File: config.mk
export PLATFORM = sky130hd
export DESIGN_NAME = serv_issue_ctrl_flat
export DESIGN_NICKNAME = d
export VERILOG_FILES = /design/src/rtl/serv_issue_ctrl_if.sv /design/src/rtl/serv_issue_ctrl.sv /design/src/flat_wrapper.sv
export SDC_FILE = /design/constraint.sdc
export NUM_CORES = 1
export LEC_CHECK = 0
export ABC_CLOCK_PERIOD_IN_PS = 1700
export CAP_MARGIN = 15
export CORE_ASPECT_RATIO = 1.25
export CORE_MARGIN = 10
export CORE_UTILIZATION = 25
export CTS_CLUSTER_SIZE = 40
export DETAILED_ROUTE_END_ITERATION = 12
export DONT_BUFFER_PORTS = 1
export PLACE_DENSITY_LB_ADDON = 0.3
export SKIP_CTS_REPAIR_TIMING = 1
export SLEW_MARGIN = 5
export SYNTH_ARGS = -nofsm -noshare
export SYNTH_HDL_FRONTEND = slang
export SYNTH_SLANG_ARGS = --single-unit
File: constraint.sdc
create_clock -name clk -period 1.7 [get_ports clk]
set_clock_uncertainty 0.05 [all_clocks]
set_input_delay 0 -clock clk [delete_from_list [all_inputs] [get_ports clk]]
set_output_delay 0 -clock clk [all_outputs]
set_load 0.02 [all_outputs]
File: src/rtl/serv_issue_ctrl_if.sv
// serv_issue_ctrl_if: ibus, decoder, dbus and counter signals of the issue sequencer.
interface serv_issue_ctrl_if;
    logic [31:0] i_pc;
    logic [31:0] o_ibus_adr;
    logic        o_ibus_cyc;
    logic [31:0] i_ibus_rdt;
    logic        i_ibus_ack;
    logic [29:0] o_dec_rdt;
    logic        o_dec_en;
    logic        i_two_stage_op;
    logic        i_dbus_en;
    logic        o_dbus_cyc;
    logic        i_dbus_ack;
    logic        o_init;
    logic        o_cnt_en;
    logic [4:0]  o_cnt;
    logic        o_cnt_done;
    logic        o_pc_en;
    logic [2:0]  o_state;

    modport master (
        input  i_pc, i_ibus_rdt, i_ibus_ack, i_two_stage_op, i_dbus_en, i_dbus_ack,
        output o_ibus_adr, o_ibus_cyc, o_dec_rdt, o_dec_en, o_dbus_cyc, o_init,
               o_cnt_en, o_cnt, o_cnt_done, o_pc_en, o_state
    );

    modport slave (
        output i_pc, i_ibus_rdt, i_ibus_ack, i_two_stage_op, i_dbus_en, i_dbus_ack,
        input  o_ibus_adr, o_ibus_cyc, o_dec_rdt, o_dec_en, o_dbus_cyc, o_init,
               o_cnt_en, o_cnt, o_cnt_done, o_pc_en, o_state
    );
endinterface

File: src/rtl/serv_issue_ctrl.sv
// serv_issue_ctrl: fetch, decode, init/memwait/run sequencing for the bit-serial core.
module serv_issue_ctrl #(
    parameter int          W        = 1,
    parameter logic [31:0] RESET_PC = 32'h0
) (
    input logic          clk,
    input logic          i_rst_n,
    serv_issue_ctrl_if.master bus
);
    typedef enum logic [2:0] {IDLE, FETCH, DECODE, INIT, MEMWAIT, RUN} state_t;

    localparam logic [4:0] STEP = 5'(W);
    localparam logic [4:0] LAST = 5'(32 - W);

    if (W != 1 && W != 4) begin : g_bad_w
        $error("serv_issue_ctrl: W must be 1 or 4");
    end
    if (RESET_PC[0]) begin : g_bad_pc
        $error("serv_issue_ctrl: RESET_PC must be even");
    end

    state_t     state, nxt;
    logic       ph, dbus_q, nxt_en, nxt_done;
    logic [4:0] nxt_cnt;

    always_comb begin
        nxt = state;
        case (state)
            IDLE:    nxt = FETCH;
            FETCH:   nxt = bus.i_ibus_ack ? DECODE : FETCH;
            DECODE:  nxt = !ph ? DECODE : bus.i_two_stage_op ? INIT : bus.i_dbus_en ? MEMWAIT : RUN;
            INIT:    nxt = !bus.o_cnt_done ? INIT : dbus_q ? MEMWAIT : RUN;
            MEMWAIT: nxt = bus.i_dbus_ack ? RUN : MEMWAIT;
            RUN:     nxt = bus.o_cnt_done ? FETCH : RUN;
            default: nxt = IDLE;
        endcase
    end

    // outputs are registered from the next state, so they line up with it
    assign nxt_cnt  = bus.o_cnt_en ? bus.o_cnt + STEP : bus.o_cnt;
    assign nxt_en   = nxt == INIT || nxt == RUN;
    assign nxt_done = nxt_en && nxt_cnt == LAST;

    assign bus.o_ibus_adr = bus.i_pc;
    assign bus.o_state    = state;

    always_ff @(posedge clk or negedge i_rst_n) begin
        if (!i_rst_n) begin
            state          <= IDLE;
            ph             <= 1'b0;
            dbus_q         <= 1'b0;
            bus.o_dec_rdt  <= '0;
            bus.o_ibus_cyc <= 1'b0;
            bus.o_dec_en   <= 1'b0;
            bus.o_dbus_cyc <= 1'b0;
            bus.o_init     <= 1'b0;
            bus.o_cnt_en   <= 1'b0;
            bus.o_cnt      <= '0;
            bus.o_cnt_done <= 1'b0;
            bus.o_pc_en    <= 1'b0;
        end else begin
            state          <= nxt;
            ph             <= state == DECODE && !ph;
            if (state == DECODE && ph)
                dbus_q <= bus.i_dbus_en;
            if (state == FETCH && bus.i_ibus_ack)
                bus.o_dec_rdt <= bus.i_ibus_rdt[31:2];
            bus.o_ibus_cyc <= nxt == FETCH;
            bus.o_dec_en   <= state == FETCH && bus.i_ibus_ack;
            bus.o_dbus_cyc <= nxt == MEMWAIT;
            bus.o_init     <= nxt == INIT;
            bus.o_cnt_en   <= nxt_en;
            bus.o_cnt      <= nxt_cnt;
            bus.o_cnt_done <= nxt_done;
            bus.o_pc_en    <= nxt_done && nxt == RUN;
        end
    end
endmodule

File: src/flat_wrapper.sv
// flat-port wrapper written by rule: the top's interface ports become plain ports
module serv_issue_ctrl_flat 
#(
    parameter int          W        = 1,
    parameter logic [31:0] RESET_PC = 32'h0
)
  (clk, i_rst_n, bus_i_pc, bus_i_ibus_rdt, bus_i_ibus_ack, bus_i_two_stage_op, bus_i_dbus_en, bus_i_dbus_ack, bus_o_ibus_adr, bus_o_ibus_cyc, bus_o_dec_rdt, bus_o_dec_en, bus_o_dbus_cyc, bus_o_init, bus_o_cnt_en, bus_o_cnt, bus_o_cnt_done, bus_o_pc_en, bus_o_state);
  serv_issue_ctrl_if bus_i ();
  input logic clk;
  input logic i_rst_n;
  input wire logic [$bits(bus_i.i_pc)-1:0] bus_i_pc;
  input wire logic [$bits(bus_i.i_ibus_rdt)-1:0] bus_i_ibus_rdt;
  input wire logic [$bits(bus_i.i_ibus_ack)-1:0] bus_i_ibus_ack;
  input wire logic [$bits(bus_i.i_two_stage_op)-1:0] bus_i_two_stage_op;
  input wire logic [$bits(bus_i.i_dbus_en)-1:0] bus_i_dbus_en;
  input wire logic [$bits(bus_i.i_dbus_ack)-1:0] bus_i_dbus_ack;
  output wire logic [$bits(bus_i.o_ibus_adr)-1:0] bus_o_ibus_adr;
  output wire logic [$bits(bus_i.o_ibus_cyc)-1:0] bus_o_ibus_cyc;
  output wire logic [$bits(bus_i.o_dec_rdt)-1:0] bus_o_dec_rdt;
  output wire logic [$bits(bus_i.o_dec_en)-1:0] bus_o_dec_en;
  output wire logic [$bits(bus_i.o_dbus_cyc)-1:0] bus_o_dbus_cyc;
  output wire logic [$bits(bus_i.o_init)-1:0] bus_o_init;
  output wire logic [$bits(bus_i.o_cnt_en)-1:0] bus_o_cnt_en;
  output wire logic [$bits(bus_i.o_cnt)-1:0] bus_o_cnt;
  output wire logic [$bits(bus_i.o_cnt_done)-1:0] bus_o_cnt_done;
  output wire logic [$bits(bus_i.o_pc_en)-1:0] bus_o_pc_en;
  output wire logic [$bits(bus_i.o_state)-1:0] bus_o_state;
  assign bus_i.i_pc = bus_i_pc;
  assign bus_i.i_ibus_rdt = bus_i_ibus_rdt;
  assign bus_i.i_ibus_ack = bus_i_ibus_ack;
  assign bus_i.i_two_stage_op = bus_i_two_stage_op;
  assign bus_i.i_dbus_en = bus_i_dbus_en;
  assign bus_i.i_dbus_ack = bus_i_dbus_ack;
  assign bus_o_ibus_adr = bus_i.o_ibus_adr;
  assign bus_o_ibus_cyc = bus_i.o_ibus_cyc;
  assign bus_o_dec_rdt = bus_i.o_dec_rdt;
  assign bus_o_dec_en = bus_i.o_dec_en;
  assign bus_o_dbus_cyc = bus_i.o_dbus_cyc;
  assign bus_o_init = bus_i.o_init;
  assign bus_o_cnt_en = bus_i.o_cnt_en;
  assign bus_o_cnt = bus_i.o_cnt;
  assign bus_o_cnt_done = bus_i.o_cnt_done;
  assign bus_o_pc_en = bus_i.o_pc_en;
  assign bus_o_state = bus_i.o_state;
  serv_issue_ctrl #(.W(W), .RESET_PC(RESET_PC)) u_core (.clk(clk), .i_rst_n(i_rst_n), .bus(bus_i));
endmodule
==> impl_metrics.ini <==
[status]
outcome = complete, no violations

[yosys]
synth_area_um2 = 2100
ys_warn_count = 0
synth_adder_area_share_pct = 0.596
synth_top_family_by_area = multiplexers
synth.avg_cell_area_um2 = 13.3
ys_seq_elements = 47
synth_mux_area_share_pct = 16.6
synth_xor_xnor_area_share_pct = 1.67
synth_seq_area_share_pct = 56.1
synth-compound-area-share_pct = 3.82
synth_nets = 229
synth-simple-area-share_pct = 6.92
postSynthCellCount = 158
ys_types = 27

[floorplanning]
num_rows = 37
die_width_um = 102
die_y_um = 122
ios = 147
core_um2 = 8190
start_util_pct = 25.6
die-area_um2 = 12500

[min_path]
min_path_type = in2reg

[grt]
gr-total-overflow = 0
grt_pass1_vias = 1151
grt_max_degree = 48
grt_pass1_wl_um = 6640
groute.usage.overall_pct = 7.03
grt_antenna_before_repair = 0

[clock_tree]
cts.sinks = 47
path_clk_slew_ps = 90
cts_tree = built
clk_latency_ps = 290
cts_root_buf = clkbuf_8
htree_levels = 2
cts_buffer_depth = 2
numCtsBuffers = 5

[placement]
post-place-cells = 227
dpl.hpwl_um = 3570
gp_congestion = 0.730
io_buffers = 0

[power_and_ir_drop]
p_comb_share_pct = 31.4
p_clk_share_pct = 13.8
power.switching_mw = 2.02
cellPowerDensity_nw_per_um2 = 1700
sequentialPowerShare_pct = 54.8
p_leak_nw = 1.17
p_int_mw = 2.71
ir_drop_mv = 0.685
sw_frac_of_total_pct = 42.7

[setup_path]
start_kind = flop
end_kind = flop
path_class = reg2reg
critical_path_arrival_ps = 1640
crit_required_ps = 1820
path_max_fanout = 7

[final_layout]
area_delta_synth_final_pct = 32.8
n_antenna_cell = 0
nFillCells = 797
final_cells = 301
drive_above_1_share_pct = 26.0
nNetsFinal = 274

[job]
cap_violations = 0

[timing]
tightestPinTransition_ps = 312
slew_violations = 0
rsz0062_at_grt = no
period_share_pct = 89.3
fin_crit_ps = 1520
fin_tns_setup_ps = 0
max_freq_mhz = 659
hold_viol_final = 0
relSlewSlack_pct = 79.2
setup_viol = 0

[route]
wl_per_cell_um = 18.6
ant_nets = 0
via_per_inst = 4.31
vias = 1296
routed_wl_um = 5600
drc = 0
first_iter_violations = 20
drtPass1Iterations = 4
==> cells by family (layout without fill, tap and decap cells) <==
kind of cell,Yosys count,in the layout
xor gates and xnor gates,4,4
adders and majority gates,1,1
DFF,47,47
muxes,31,31
AOI/OAI and AO/OA,12,12
buffers and inverters,41,87
and+or+nand+nor,22,22
==> sequential cells by signal, summed over array words and instances (netlist names) <==
| name | count |
|---|---|
| u_core.bus.o_dec_rdt | 30 |
| u_core.bus.o_cnt | 5 |
| u_core.bus.o_state | 3 |
| u_core.bus.o_cnt_done | 1 |
| u_core.bus.o_cnt_en | 1 |
| u_core.bus.o_dbus_cyc | 1 |
| u_core.bus.o_dec_en | 1 |
| u_core.bus.o_ibus_cyc | 1 |
| u_core.bus.o_init | 1 |
| u_core.bus.o_pc_en | 1 |
| u_core.dbus_q | 1 |
| u_core.ph | 1 |
==> placed cells by master, fill, tap and decap left out, types with 3 or more instances in the layout <==
| cell | count |
|---|---|
| nand2_1 | 4 |
| nor2_1 | 5 |
| mux2_2 | 30 |
| dfrtp_1 | 47 |
| xnor2_1 | 3 |
| clkbuf_8 | 5 |
| nand4_1 | 3 |
| a21oi_1 | 4 |
| buf_4 | 6 |
| inv_1 | 5 |
| dlygate4sd3_1 | 65 |
==> path summary, 6_finish.rpt <==
check / startpoint / end / slack [ps] / cells after the start
min in group asynchronous: i_rst_n / u_core.bus.o_cnt[3]$_DFF_PN0_ / 160 / 2
worst max-delay path: u_core.bus.o_state[2]$_DFF_PN0_ / u_core.bus.o_dbus_cyc$_DFF_PN0_ / 180 / 6
worst max register to register: u_core.bus.o_state[2]$_DFF_PN0_ / u_core.bus.o_dbus_cyc$_DFF_PN0_ / 180 / 6
max in group asynchronous: i_rst_n / u_core.bus.o_dec_rdt[9]$_DFFE_PN0P_ / 1200 / 2
worst min-delay path: bus_i_ibus_ack / u_core.bus.o_cnt_en$_DFF_PN0_ / 20 / 3
worst min register to register: u_core.ph$_DFF_PN0_ / u_core.ph$_DFF_PN0_ / 450 / 1
==> layout make-up <==
cell class | count | area (µm²) | area share, %
sequential | 47 | 1180 | 42.2
timing repair buffer | 74 | 763 | 27.4
inverter | 5 | 18.8 | 0.674
tap | 97 | 121 | 4.36
clock inverter | 2 | 12.5 | 0.449
clock buffer | 6 | 72.6 | 2.60
multi-input combinational | 70 | 622 | 22.3
==> metrics by stage <==
step | setup WS (ps) | power, mW | hold slack [ps] | util [%] | area, µm²
2_1_floorplan | 114 | 3.61 | -346 | - | 2100
3_3_place_gp | 243 | 3.86 | -344 | 24.7 | 2020
3_5_place_dp | 175 | 3.95 | -344 | 24.7 | 2020
4_1_cts | 169 | 4.63 | -675 | 25.7 | 2110
5_1_grt | 97.9 | 5.05 | 49.7 | 34.0 | 2790
6_report | 182 | 4.74 | 16.5 | 34.0 | 2790
==> cells in the mapped netlist <==
master / count / share of area, %
dfrtp_1: 47 / 56
buf_4: 33 / 12
mux2_2: 30 / 16
inv_1: 5 / 0.89
nor2_1: 5 / 0.89
a21oi_1: 4 / 0.95
nand2_1: 4 / 0.72
buf_6: 3 / 1.6
nand4_1: 3 / 0.89
xnor2_1: 3 / 1.3
nand3b_1: 2 / 0.72
nor3_2: 2 / 0.95
o21a_1: 2 / 0.72
o21ai_0: 2 / 0.48
a211oi_1: 1 / 0.36
a21boi_0: 1 / 0.36
a31o_1: 1 / 0.42
ha_1: 1 / 0.60
mux2_1: 1 / 0.54
nand2_2: 1 / 0.30
nand2b_4: 1 / 0.66
nor3_1: 1 / 0.24
nor3_4: 1 / 0.78
nor3b_1: 1 / 0.36
o32a_2: 1 / 0.54
or2b_2: 1 / 0.42
xor2_1: 1 / 0.42
==> power by group through the flow <==
| stage | registers (mW) | clock network (mW) | logic [mW] |
|---|---|---|---|
| 2_1_floorplan | 2.61 | 0 | 1.00 |
| 3_3_place_gp | 2.63 | 0 | 1.23 |
| 3_5_place_dp | 2.65 | 0 | 1.30 |
| 4_1_cts | 2.63 | 0.695 | 1.30 |
| 5_1_grt | 2.67 | 0.738 | 1.64 |
| 6_report | 2.60 | 0.654 | 1.49 |
==> routing by layer <==
layer  track usage [%]  up-vias  wire, µm
li1                  -      589         -
met1              6.64      628      1850
met2              12.5       72      3080
met3              3.93        7       579
met4              2.39        0        91
met5                 0        -         0
==> critical path, cell delays in order (launching register included) <==
cell and delay [ps]:
dfrtp_1 420, buf_4 190, nand2b_4 170, a31o_1 190
o32a_2 220, inv_1 90, a21oi_1 70
Power figures use the tool's default switching activity.
